`config.mk`:
```
export PLATFORM = sky130hd
export DESIGN_NAME = bcd_seq_adder
export DESIGN_NICKNAME = d
export VERILOG_FILES = /design/src/rtl/bcd_pkg.sv /design/src/rtl/bcd_seg7.sv /design/src/rtl/bcd_seq_adder.sv
export SDC_FILE = /design/constraint.sdc
export NUM_CORES = 1
export LEC_CHECK = 0
export ABC_AREA = 1
export CORE_ASPECT_RATIO = 1.2
export CORE_MARGIN = 2
export CORE_UTILIZATION = 45
export CTS_CLUSTER_DIAMETER = 30
export DETAILED_ROUTE_END_ITERATION = 7
export PLACE_DENSITY = 0.72
export SYNTH_ARGS = -nofsm -noshare
export SYNTH_HDL_FRONTEND = slang
export SYNTH_SLANG_ARGS = --single-unit
```
`constraint.sdc`:
```
create_clock -name clk -period 7.25 [get_ports clk]
set_input_delay 1.0875 -clock clk [delete_from_list [all_inputs] [get_ports clk]]
set_output_delay 1.0875 -clock clk [all_outputs]
set_load 0.005 [all_outputs]
```
`src/rtl/bcd_pkg.sv`:
```
// Shared types and constants for the sequential BCD adder and its display decoders.
package bcd_pkg;

    typedef enum logic [1:0] {
        IDLE,
        ADD,
        DONE
    } state_t;

    localparam logic [3:0] BCD_MAX   = 4'd9;
    localparam logic [3:0] BCD_ADJ   = 4'd6;
    localparam logic [0:6] SEG_BLANK = 7'b1111111;

    // Active-low a..g patterns for decimal digits 0..9, leftmost bit is segment a.
    localparam logic [0:6] SEG_TABLE [0:9] = '{
        7'b0000001,
        7'b1001111,
        7'b0010010,
        7'b0000110,
        7'b1001100,
        7'b0100100,
        7'b0100000,
        7'b0001111,
        7'b0000000,
        7'b0000100
    };

    function automatic logic is_bcd(input logic [3:0] d);
        return (d <= BCD_MAX);
    endfunction

endpackage

```
`src/rtl/bcd_seg7.sv`:
```
// Single-digit BCD to active-low seven-segment decoder; non-decimal codes blank the digit.
module bcd_seg7
    import bcd_pkg::*;
(
    input  logic [3:0] digit,
    output logic [0:6] seg
);

    always_comb begin
        seg = SEG_BLANK;
        if (is_bcd(digit)) begin
            seg = SEG_TABLE[digit];
        end
    end

endmodule

```
`src/rtl/bcd_seq_adder.sv`:
```
// N-digit BCD adder processing one digit per cycle, with start/busy/done handshake,
// non-BCD detection and per-digit seven-segment outputs driven from the published sum.
module bcd_seq_adder
    import bcd_pkg::*;
#(
    parameter int DIGITS = 4
) (
    input  logic                    clk,
    input  logic                    reset,
    input  logic                    start,
    input  logic [4*DIGITS-1:0]     a,
    input  logic [4*DIGITS-1:0]     b,
    input  logic                    cin,
    output logic                    busy,
    output logic                    done,
    output logic [4*DIGITS-1:0]     sum,
    output logic                    cout,
    output logic                    invalid,
    output logic [DIGITS-1:0][0:6]  seg
);

    localparam int W     = 4 * DIGITS;
    localparam int IDX_W = (DIGITS > 1) ? $clog2(DIGITS) : 1;
    localparam logic [IDX_W-1:0] LAST_IDX = IDX_W'(DIGITS - 1);

    state_t state, state_next;

    logic [W-1:0]     a_reg, b_reg, res_reg, res_next;
    logic [IDX_W-1:0] idx;
    logic             carry, carry_next;
    logic             inv_acc, inv_next;
    logic [3:0]       a_dig, b_dig, dig;
    logic [4:0]       t;
    logic             last_digit;

    assign last_digit = (idx == LAST_IDX);

    // One digit slice of the adder; the merged result lets the final digit be published on the same edge.
    always_comb begin
        a_dig      = a_reg[4*idx +: 4];
        b_dig      = b_reg[4*idx +: 4];
        t          = {1'b0, a_dig} + {1'b0, b_dig} + {4'b0000, carry};
        dig        = t[3:0];
        carry_next = 1'b0;
        if (t > {1'b0, BCD_MAX}) begin
            dig        = t[3:0] + BCD_ADJ;
            carry_next = 1'b1;
        end
        inv_next            = inv_acc | ~is_bcd(a_dig) | ~is_bcd(b_dig);
        res_next            = res_reg;
        res_next[4*idx +: 4] = dig;
    end

    always_comb begin
        state_next = state;
        busy       = 1'b0;
        done       = 1'b0;
        unique case (state)
            IDLE: begin
                if (start) begin
                    state_next = ADD;
                end
            end
            ADD: begin
                busy = 1'b1;
                if (last_digit) begin
                    state_next = DONE;
                end
            end
            DONE: begin
                done       = 1'b1;
                state_next = IDLE;
            end
            default: begin
                state_next = IDLE;
            end
        endcase
    end

    always_ff @(posedge clk or posedge reset) begin
        if (reset) begin
            state <= IDLE;
        end else begin
            state <= state_next;
        end
    end

    // Working registers load on an accepted start; published outputs only move on DONE entry.
    always_ff @(posedge clk or posedge reset) begin
        if (reset) begin
            a_reg   <= '0;
            b_reg   <= '0;
            res_reg <= '0;
            idx     <= '0;
            carry   <= 1'b0;
            inv_acc <= 1'b0;
            sum     <= '0;
            cout    <= 1'b0;
            invalid <= 1'b0;
        end else begin
            unique case (state)
                IDLE: begin
                    if (start) begin
                        a_reg   <= a;
                        b_reg   <= b;
                        carry   <= cin;
                        idx     <= '0;
                        inv_acc <= 1'b0;
                        res_reg <= '0;
                    end
                end
                ADD: begin
                    res_reg <= res_next;
                    carry   <= carry_next;
                    inv_acc <= inv_next;
                    idx     <= idx + 1'b1;
                    if (last_digit) begin
                        sum     <= res_next;
                        cout    <= carry_next;
                        invalid <= inv_next;
                    end
                end
                default: begin
                end
            endcase
        end
    end

    for (genvar i = 0; i < DIGITS; i++) begin : g_seg
        bcd_seg7 u_seg7 (
            .digit (sum[4*i +: 4]),
            .seg   (seg[i])
        );
    end

endmodule

```
After elaboration in Yosys (flattened, before gate mapping)
Memory sizes are Yosys's and may differ from the RTL's.
Index checks and enable logic that the tools add are counted.

operators by class
  add/sub/neg operators = 5
  $lt $le $gt $ge = 11
  equal/unequal tests = 5
  shifts and indexed selects = 4
  muxes and demuxes = 28
  bitwise operators = 8
  reduce and logical (&&, ||, !) cells = 6

operators with widths
  kind                       count
  $mux W7                    12
  $neg A4 Y34                1
  $shift A4 B34 Y16 const A  1
  $shiftx A4 B34 Y16         1
  $pmux W16 S2               1
  $shiftx A16 B5 Y4          2
  $le A4 B4 Y1 const B       6
  $ge A5 B5 Y1 const B       4
  $not A4 Y5                 4
  $bwmux W16                 1
  $mux W16                   1
  $pmux W2 S2                2
  $reduce_and A2 Y1          4
  $mux W2                    3
  $add A4 B4 Y5              1
  $add A5 B1 Y5              1
  $gt A5 B4 Y1 const B       1
  $mux W1                    5
  $add A4 B3 Y4 const B      1
  $eq A2 B2 Y1 const B       2
  $mux W4                    1
  $ne A2 B2 Y1 const B       2
  $pmux W1 S2                2
  $add A2 B1 Y2 const B      1
  5 further kinds            7

storage, ports and cells
  register bits = 72
  bits in read-only memories = 448
  output and inout bits = 48
  word-level logic and storage cells = 81
  memories = 4

memories
  memory           depth  bits a word  read ports  clocked after Yosys merged registers in  write ports  RTL line        source
  (no name shown)  16     7            1           0                                        0            bcd_seg7.sv:12  seg = SEG_TABLE[digit];
  (no name shown)  16     7            1           0                                        0            bcd_seg7.sv:12
  (no name shown)  16     7            1           0                                        0            bcd_seg7.sv:12
  (no name shown)  16     7            1           0                                        0            bcd_seg7.sv:12

Logic depth before layout (Yosys ltp)
Gate-level depths: netlist (run 1).

  depth after elaboration = 8
  depth in mapped cells = 22

Modules after synthesis
Synthesis (run 1) repeated with hierarchy kept, for this count alone.

second synthesis, totals
  cell total of the unflattened synthesis = 593
  area, all modules = 4388.0 um^2

by module, submodules not included
  module                           instances  cells an instance  area each (um^2)  seq. area each (um^2)
  bcd_seq_adder                    1          466                3639.7            1801.7
  bcd_seg7 at g_seg[0].u_seg7 ...  3          32                 183.9             0.0
  bcd_seg7 at g_seg[3].u_seg7      1          31                 196.4             0.0

Worst setup path before layout (run 1)
No wires, ideal clock.

  path kind = reg2reg
  start point = register idx[0]
  end point = register res_reg[3]
  library setup time = 0.121 ns
  arrival = 3.050 ns
  required time = 7.129 ns
  slack = 4.079 ns
  stages on the path, launching flop included = 20
  clock period less this slack = 3.171 ns
  cells stage by stage = dfrtp_1 buf_4 buf_6 buf_2 o21ai_0 o22ai_1 fa_1 fa_1 nand2_1 nand2_2 ha_1 inv_1 nor2_1 a21oi_4 nand2_4 nand2_4 nand2_2 nand3_1 nand2_1 a22o_1

between the ends
  cells in the longest elaborated chain, start to end = 8

ends and longest elaborated chain
  element                                        RTL line                                  source
  start: declaration                             bcd_seq_adder.sv:29                       logic [IDX_W-1:0] idx;
  start signal: assignment                       bcd_seq_adder.sv:116                      idx <= idx + 1'b1;
  $shiftx A16 B5 Y4 (on tied branches)           bcd_seq_adder.sv:40, bcd_seq_adder.sv:41
  $add A4 B4 Y5                                  bcd_seq_adder.sv:42                       t = {1'b0, a_dig} + {1'b0, b_dig} + {4'b0000, carry};
  $add A5 B1 Y5                                  bcd_seq_adder.sv:42
  $add A4 B3 Y4 or $gt A5 B4 Y1 (tied branches)  bcd_seq_adder.sv:46, bcd_seq_adder.sv:45
  $mux W4                                        bcd_seq_adder.sv:45                       if (t > {1'b0, BCD_MAX}) begin
  $shiftx A4 B34 Y16                             bcd_seq_adder.sv:51                       res_next[4*idx +: 4] = dig;
  $bwmux W16 (*)                                 bcd_seq_adder.sv:51
  $pmux W16 S2 (*)                               bcd_seq_adder.sv:101                      unique case (state)
  end signal: assignment                         bcd_seq_adder.sv:113                      res_reg <= res_next;
  end: declaration                               bcd_seq_adder.sv:28                       logic [W-1:0] a_reg, b_reg, res_reg, res_next;

Every way passes the cells marked *; elsewhere a longest branch is shown, timed or not.
A chain may end at the register's enable or synchronous reset.

Worst setup path in the final report (run 1)
  start point = input start
  end point = register res_reg[11]

between the ends
  cells in the longest elaborated chain, start to end = 2

ends and longest elaborated chain
  element                      RTL line             source
  start: declaration           bcd_seq_adder.sv:10  input logic start,
  $ne A2 B2 Y1 (no line)       n/a
  $reduce_and A2 Y1 (no line)  n/a

Every way passes these cells.

==> qor.csv, run 1 <==
stage,metric,value,unit
outcome,outcome,finished clean,
clocking,cts_resized,0,
synthesis,syn_area,4297,sq um
route,routed_via_density,4.965,
die,die-width,93.20,um
worst_setup_path,r2r-end,res_reg[15],
power_and_ir_drop,clock_power_share,15.5,%
power_and_ir_drop,power_density,555.0,nW/um^2
placement,numPortBuffers,83,
hold_path,hold_path_class,flop to flop,
die,std_cell_rows,39,
power_and_ir_drop,comb_power_share,61.6,%
worst_setup_path,r2r_slack,3.15,ns
synthesis,syn_avg_cell_area,7.578,sq um
worst_setup_path,worstPathMaxFanout,36,
sta,slew_headroom,32.59,%
hold_path,hold_depth,2,
power_and_ir_drop,ir_drop,0.3152,mV
placement,place_area,5201,sq um
placement,place_hpwl,7.062,mm
synthesis,yosysWarnings,0,
sta,fin_crit,4.327,ns
clocking,ctsHoldBuffers,0,
clocking,insertion_delay,0.34,ns
power_and_ir_drop,power,3.065,mW
sta,drv_slew,0,
worst_setup_path,cp-endpoint,res_reg[11],
clocking,cts_tree,built,
sta,setup_viol,0,
sta,hold-worst-slack,0.4807,ns
synthesis,synthDistinctLibCells,35,
worst_setup_path,crit_family,buffers and inverters,
global_routing,antenna_found_initial,0,
power_and_ir_drop,switching_share,46.83,%
clocking,root_buffer,clkbuf_16,
global_routing,grt_pass1_vias,3722,
clocking,numCtsBuffers,9,
sta,clock_skew,0.009520,ns
worst_setup_path,reg2reg_depth,19,
worst_setup_path,max_stage_delay,1.03,ns
global_routing,grt.total_usage,19.75,%
power_and_ir_drop,p_int,1.630,mW
worst_setup_path,slowest_stage,clkinv_1,
global_routing,grt_max_degree,73,
die,core_area,9418,sq um
route,routed_wl,9.622,mm
power_and_ir_drop,p_leak,2.786,nW
layout,area_growth,28.54,%
route,firstDrtPassIters,5,
global_routing,grt_pass1_wl,16.55,mm
clocking,post-cts-setup-buffers,0,
layout,mostFrequentLayoutCells,"nand2_1 (231), clkdlybuf4s50_1 (83), dfrtp_1 (72)",
worst_setup_path,cp-end-kind,flop,
placement,place_congestion,0.8132,
route,route.antenna.remaining_nets,0,
route,vias,3838,
sta,layout_setup_ws,2.923,ns
layout,final_cells,773,
layout,final_common_cell,nand2_1,
worst_setup_path,cp_num_cells,6,
synthesis,synthCells,567,
route,routedWlPerCell,12.45,um
worst_setup_path,cp.required,7.50,ns
power_and_ir_drop,pwr-share-seq,22.9,%
layout,drive_gt1_share,6.769,%
power_and_ir_drop,p_switching,1.435,mW
layout,fin_area,5523,sq um
clocking,ctsHtreeMaxLevel,3,
clocking,path_clk_slew,0.06,ns
worst_setup_path,worstSetupStartpointType,input port,
worst_setup_path,crit_chain,clkdlybuf4s50_1 > nand2_1 > clkinv_1 > nor2_2 > inv_1 > o21ai_0,
placement,dp.cells,757,
layout,diodes,0,
worst_setup_path,critPathKind,input port to flop,
placement,place_ws,2.547,ns
layout,nNetsFinal,713,
layout,post-route-util,58.64,%
worst_setup_path,cp.arrival,4.57,ns
route,drcViolationCount,0,
route,drt-initial-drc-count,213,
die,initial_core_util,45.62,%
global_routing,gr-total-overflow,0,
die,dieHeight,111.0,um
sta,hold_violations,0,
synthesis,synth_fp_nets,635,
worst_setup_path,worstReg2RegStart,idx[0],
clocking,cts.sinks,72,
worst_setup_path,cp_num_buf_inv,3,
worst_setup_path,crit_start,start,
die,die_area,10350,sq um
sta,tns,0,ns
sta,tightest_slew,1.011,ns
synthesis,ys_seq_area_share,41.93,%
synthesis,ys_seq_elements,72,
sta,period_share,59.68,%
sta,rsz0062_at_grt,false,
die,io-pin-count,84,
clocking,clockBufferDepth,2,
run,max-cap-violations,0,
sta,fmax,0.2311,GHz
## cell usage after synthesis, drive strengths merged
library cell,count,area [sq um]
a32o,3,30.03
buf,10,61.30
ha,30,375.4
o311ai,4,35.03
fa,2,40.04
nor3,2,15.01
nand2,241,939.7
a22o,1,8.760
inv,62,232.7
nand4,6,43.79
clkbuf,7,26.28
a32oi,1,8.760
o21ai,59,302.8
nand3b,1,7.510
clkinv,1,3.750
o22ai,7,43.79
nand3,22,125.1
o21bai,2,22.52
dfrtp,72,1802
nor4,1,12.51
nor2,25,96.35
a21oi,7,57.55
and2,1,6.260
## worst register-to-register path: stages (launching register included)
cell	delay (ns)
dfrtp_1	1.01
inv_2	0.35
o21ai_0	0.27
o22ai_1	0.12
fa_1	0.46
fa_1	0.41
inv_1	0.06
nand2_1	0.06
nand2_2	0.10
ha_1	0.18
inv_1	0.06
nor2_1	0.16
a21oi_4	0.06
nand2_4	0.09
nand2_4	0.07
nand2_2	0.09
nand4_2	0.13
o21bai_2	0.21
nand2_1	0.08
nand2_1	0.09
## kinds of logic (layout without fill, tap and decap cells)
| kind of cell | count (synthesis) | in the layout | synth area share, % |
|---|---|---|---|
| simple gates | 299 | 299 | 29.00 |
| flops | 72 | 72 | 41.93 |
| fa+ha+maj | 32 | 32 | 9.668 |
| buf+inv | 80 | 163 | 7.542 |
| compound gates | 84 | 84 | 11.85 |
## worst min path at each step
| stage | start | endpoint | slack (ns) |
|---|---|---|---|
| final | b_reg[13] | b_reg[13] | 0.48 |
| after global placement | a_reg[4] | a_reg[4] | 0.46 |
| after global routing | b_reg[7] | b_reg[7] | 0.50 |
| after CTS | b_reg[13] | b_reg[13] | 0.48 |
| after floorplan | b_reg[11] | b_reg[11] | 0.44 |
| after detailed placement | b_reg[12] | b_reg[12] | 0.47 |
## routing by layer
metal	GRT usage, %	vias up	part of all wire (%)
li1	-	1951	-
met1	23.72	1757	43
met2	33.72	110	50
met3	3.603	20	4.6
met4	9.706	0	2.8
met5	0	-	0
## cell type report
class	instances	area (sq um)
inverters	63	236.5
repair buffers	84	838.3
multi-input cells	415	2171
fillers	864	3895
well taps	123	153.9
clock inverters	7	96.34
flip-flops and latches	72	1802
clock buffers	9	225.2
## power groups by stage
stage | registers (mW) | clock network [mW] | logic (mW)
finish | 0.703 | 0.475 | 1.89
global route | 0.725 | 0.497 | 2.12
CTS | 0.703 | 0.484 | 1.90
detailed placement | 0.707 | 0 | 1.89
global placement | 0.701 | 0 | 1.84
floorplan | 0.659 | 0 | 1.36
(Power assumes the default switching activity.)
==> run 2: changes to the inputs <==
--- a/config.mk
+++ b/config.mk
@@ -11,7 +11,7 @@
 export CORE_UTILIZATION = 45
 export CTS_CLUSTER_DIAMETER = 30
 export DETAILED_ROUTE_END_ITERATION = 7
-export PLACE_DENSITY = 0.72
+export PLACE_DENSITY = 0.75
 export SYNTH_ARGS = -nofsm -noshare
 export SYNTH_HDL_FRONTEND = slang
 export SYNTH_SLANG_ARGS = --single-unit
==> constraint.sdc (replaced) <==
create_clock -name clk -period 3.64 [get_ports clk]
set_input_delay 0.546 -clock clk [delete_from_list [all_inputs] [get_ports clk]]
set_output_delay 0.546 -clock clk [all_outputs]
set_load 0.005 [all_outputs]
==> qor.csv, run 2 (synthesized netlist as in run 1, its figures left out) <==
stage,metric,value,unit,change
outcome,outcome,finished clean,,
sta,period_share,89.12,%,
clocking,ctsHtreeMaxLevel,3,,unchanged
sta,tightest_slew,0.6861,ns,-0.3250 ns
worst_setup_path,worstSetupStartpointType,flop,,
route,firstDrtPassIters,4,,-1
route,highest_layer,met4,,
route,drt-initial-drc-count,178,,-16%
layout,mostFrequentLayoutCells,"nand2_1 (231), clkdlybuf4s50_1 (83), dfrtp_1 (70)",,
worst_setup_path,cp.required,3.85,ns,-3.65 ns
power_and_ir_drop,power_density,1108,nW/um^2,+100%
sta,tns,0,ns,unchanged
clocking,root_buffer,clkbuf_16,,
route,vias,3922,,+2.2%
layout,final_common_cell,nand2_1,,
worst_setup_path,cp-end-kind,flop,,
clocking,path_clk_slew,0.06,ns,about the same
die,die_area,10350,sq um,unchanged
power_and_ir_drop,ir_drop,0.7772,mV,+150%
layout,nNetsFinal,719,,+0.84%
sta,fin_crit,3.244,ns,
worst_setup_path,cp.arrival,3.46,ns,-1.11 ns
power_and_ir_drop,power,6.188,mW,+100%
layout,drive_gt1_share,7.927,%,+1.2 points
clocking,post-cts-setup-buffers,0,,unchanged
route,routed_via_density,5.035,,+1.4%
sta,fmax,0.3083,GHz,
clocking,ctsHoldBuffers,0,,unchanged
route,wl_met2,5.152,mm,+7.4%
sta,rsz0062_at_grt,false,,
power_and_ir_drop,p_leak,2.828,nW,+1.5%
placement,numPortBuffers,83,,unchanged
clocking,clockBufferDepth,2,,unchanged
global_routing,gr-total-overflow,0,,unchanged
sta,hold-worst-slack,0.4818,ns,+0.001010 ns
layout,area_growth,29.94,%,
global_routing,grt_pass1_vias,3866,,+3.9%
worst_setup_path,worstPathMaxFanout,18,,-50%
placement,place_hpwl,7.586,mm,+7.4%
sta,slew_headroom,54.19,%,+22 points
hold_path,hold_path_class,flop to flop,,
sta,clock_skew,0.008477,ns,-0.001043 ns
die,dieHeight,111.0,um,unchanged
die,io-pin-count,84,,unchanged
sta,setup_viol,0,,unchanged
run,max-cap-violations,0,,unchanged
placement,place_congestion,0.9014,,+11%
route,m1WireLength,4.243,mm,+3.4%
layout,diodes,0,,unchanged
route,wl_met3,426,um,-4.1%
global_routing,grt_max_degree,42,,-42%
route,routedWlPerCell,13.02,um,+4.6%
clocking,cts_resized,0,,unchanged
route,route.antenna.remaining_nets,0,,unchanged
clocking,cts_tree,built,,
route,drcViolationCount,0,,unchanged
die,core_area,9418,sq um,unchanged
die,std_cell_rows,39,,unchanged
global_routing,grt.total_usage,20.86,%,+1.1 points
global_routing,antenna_found_initial,0,,unchanged
clocking,cts.sinks,72,,unchanged
die,initial_core_util,45.62,%,unchanged
worst_setup_path,critPathKind,flop to flop,,
clocking,insertion_delay,0.34,ns,about the same
sta,drv_slew,0,,unchanged
clocking,numCtsBuffers,9,,unchanged
die,die-width,93.20,um,unchanged
global_routing,grt_pass1_wl,17.43,mm,+5.3%
sta,hold_violations,0,,unchanged
route,routed_wl,10.14,mm,+5.4%
-- run 2: cell count changes in the layout (fill, tap and decap cells not counted) --
cell        delta
dfrtp_1        -2
clkinvlp_4     -2
clkbuf_8       +1
clkinv_4       -1
buf_12         +1
dfrtp_2        +2
buf_4          +5
clkinv_2       +2
-- run 2: per-layer routing --
layer  global-route usage, %  vias up
li1                        -     1962
met1                   24.61     1810
met2                   36.43      124
met3                   2.855       26
met4                   10.88        0
met5                       0        -
-- run 2: report_power, final --
| part | switching (mW) | total, mW | internal [mW] | leakage [nW] |
|---|---|---|---|---|
| logic | 2.29 | 3.85 | 1.56 | 1.74 |
| clock network | 0.336 | 0.950 | 0.614 | 0.158 |
| registers | 0.258 | 1.39 | 1.13 | 0.933 |
| total | 2.88 | 6.19 | 3.31 | 2.83 |
-- run 2: per-stage QoR --
stage,cell area [sq um],std cells,setup WS [ns],utilization (%)
global placement,5259,763,0.4630,55.84
global route,5583,779,0.04936,59.28
CTS,5580,779,0.2897,59.25
finish,5583,779,0.3960,59.28
detailed placement,5259,763,0.3124,55.84
floorplan,4297,567,0.4691,-
-- run 2: final timing paths --
check / start / slack [ns] / end / cells after the start
min in group asynchronous: reset / 0.64 / sum[3] / 2
setup reg to reg: idx[0] / 0.40 / res_reg[11] / 18
hold reg to reg: b_reg[5] / 0.48 / b_reg[5] / 2
setup / recovery: idx[0] / 0.40 / res_reg[11] / 18
max in group asynchronous: reset / 2.33 / idx[0] / 3
hold / removal: b_reg[5] / 0.48 / b_reg[5] / 2
-- run 2: critical path: stages (launching register included) --
cell and delay (ns):
dfrtp_2 0.46, inv_2 0.17, o21ai_0 0.19, o22ai_1 0.11, fa_1 0.46, fa_1 0.41
nand2_1 0.11, nand2_2 0.09, ha_1 0.22, inv_1 0.08, nor2_1 0.06, a21oi_4 0.15
nand2_4 0.08, nand2_4 0.09, nand2_2 0.08, nand4_1 0.09, o21ai_1 0.10, nand2_1 0.07
o21ai_0 0.09
-- run 2: area by class of cell --
type	instances	area, sq um
Clock buffer	10	239.0
Clock inverter	6	82.58
Fill cell	871	3835
Inverter	63	236.5
Multi-Input combinational cell	415	2171
Sequential cell	72	1804
Tap cell	123	153.9
Timing Repair Buffer	90	895.9
==> RTL edit, RTL diff (flow settings as in run 2) <==
Register the input `a` before use. The logic sees it one clock later. The other inputs are not delayed to match.
--- a/src/rtl/bcd_seq_adder.sv
+++ b/src/rtl/bcd_seq_adder.sv
@@ -24,2 +24,8 @@
     localparam logic [IDX_W-1:0] LAST_IDX = IDX_W'(DIGITS - 1);
+
+    logic [4*DIGITS-1:0] a_q;
+
+    always_ff @(posedge clk) begin
+        a_q <= a;
+    end
 
@@ -103,3 +109,3 @@
                     if (start) begin
-                        a_reg   <= a;
+                        a_reg   <= a_q;
                         b_reg   <= b;
Formal check against the unedited RTL: not equivalent (a bounded check fails within 10 cycles, from zero or initial values and one cycle with reset high).
==> RTL edit against run 2 <==
  * Critical path depth is the same
  * Design area grew 5.3%
  * Utilization shrank 0.57 points
  * Worst hold slack lost 0.059 ns
  * Count of clock-buffer cells in the layout shrank 1
  * Synthesized cell count grew 2.5%
  * Power grew 2.4%
  * Setup slack lost 0.011 ns
  * Synthesized area grew 7.2%
  * Routed wire length grew 0.91%
  * Die area grew 6.9%
  * Fmax shrank 0.35%
  * Sequential cell count grew 16
  * Largest cell class unchanged
==> RTL edit: results (changes against run 2) <==
| Metric | Value |
|---|---|
| Drt first-iter violations | 221 (+24%) |
| Leak | 2.95 nW (+4.3%) |
| Met2 routed WL | 5010 um (-2.8%) |
| Total GRT Usage | 20.2% (-0.63 points) |
| Cell family with most CP delay | adder cells |
| Clock Power Share | 14.1% (-1.3 points) |
| Proportion of layout cells with a drive suffix above 1 | 7.60% (-0.33 points) |
| Crit Path Max Fanout | 20 (+2) |
| Pwr dens | 1080 mW/mm^2 (-2.7%) |
| Slew HR | 57.1% (+3.0 points) |
| Global-route wire length before repair | 17,900 um (+2.5%) |
| Yosys warns | 0 (unchanged) |
| Fin crit share | 89.4% (+0.31 points) |
| M1 GR Usage | 24.2% (-0.40 points) |
| Yosys cell types | 36 (+2.9%) |
| Worst stage delay on the critical path | 0.55 ns (+0.09 ns) |
| CP max stage cell | fa_1 |
| Met1 WL | 4350 um (+2.6%) |
| Run status | complete, no violations |
| Worst-path clk slew | 0.07 ns |
| Syn avg cell area | 7.93 sq um (+4.6%) |
| # diodes | 0 (unchanged) |
| Start point of the worst min-delay path | a_q[7] |
| Dpl ws | 0.213 ns (-0.0995 ns) |
| Root buffer cell | clkbuf_16 |
| Worst R2R End | sum[1] |
| # nets final | 734 (+2.1%) |
| WHS | 0.423 ns (-0.0587 ns) |
| Util after Layout | 58.7% (-0.57 points) |
| Largest cells by area after synthesis | dfrtp_1 39%, nand2_1 19%, ha_1 8.1% |
| Cell internal pwr | 3.37 mW (+1.8%) |
| GPL Wtd Cong | 0.871 (-3.4%) |
| Final HPWL DP | 7620 um (+0.40%) |
| Most used DFF post-synth | dfrtp_1 |
| Vias in the first global route | 4,059 (+5.0%) |
| Cells after DPL | 779 (+2.1%) |
| Max VDD drop | 0.000691 V (-11%) |
| Top post-synthesis cells by count | 237 x nand2_1, 72 x dfrtp_1, 56 x inv_1 |
| H-tree Lvls | 3 (unchanged) |
| Sequential area share after synthesis | 46.1% (+4.1 points) |
| Via count | 4,040 (+3.0%) |
| Fin Clk Skew | 0.0117 ns (+0.00322 ns) |
| Metal3 WL | 510 um (+20%) |
| Seq power | 1.58 mW (+14%) |
| Global Route met2 Usage | 35.0% (-1.5 points) |
| DP Area | 0.00556 sq mm (+5.8%) |
| Worst Hold Path EP | a_reg[7] |
| Grt met3 use | 3.80% (+0.95 points) |
| Routed vias/inst | 5.07 (+0.68%) |
| Detailed-route wire length | 10,200 um (+0.91%) |
| Fraction of registers with async set/reset | 81.8% (-18 points) |
| Post-synth net total | 649 (+2.2%) |
| Fillcell total | 928 (+6.5%) |
| Largest net degree at the start of global routing | 73 (+74%) |
| Drt pass-1 iters | 4 (unchanged) |
[RTL edit: changes by cell type in the layout (fill, tap and decap cells not counted), sizes merged, moves of 2 or more]
cell / before / now
bufinv: 2 / 0
nand2: 241 / 247
dfxtp: 0 / 16
o21ai: 59 / 56
[RTL edit: area by class of cell]
type	instances	area (sq um)	area share, %
multi-input cells	416	2170	36.9
flip-flops and latches	88	2120	36.1
repair buffers	91	903	15.4
clock buffers	9	225	3.83
inverters	60	225	3.83
well taps	126	158	2.68
clock inverters	7	72.6	1.23
[RTL edit: cell families (layout without fill, tap and decap cells)]
group,count (synthesis),in the layout,synth area share [%]
AO/OA/AOI/OAI,82,82,10.8
buffers and inverters,77,167,6.84
AND/OR/NAND/NOR,302,302,27.3
flip-flops,88,88,46.1
adder cells (fa/ha/maj),32,32,9.02
[RTL edit: what timing repair did]
action                     in CTS  in global routing
setup endpoints to repair       0                 24
gates resized for setup         0                  1
setup buffers                   0                  2
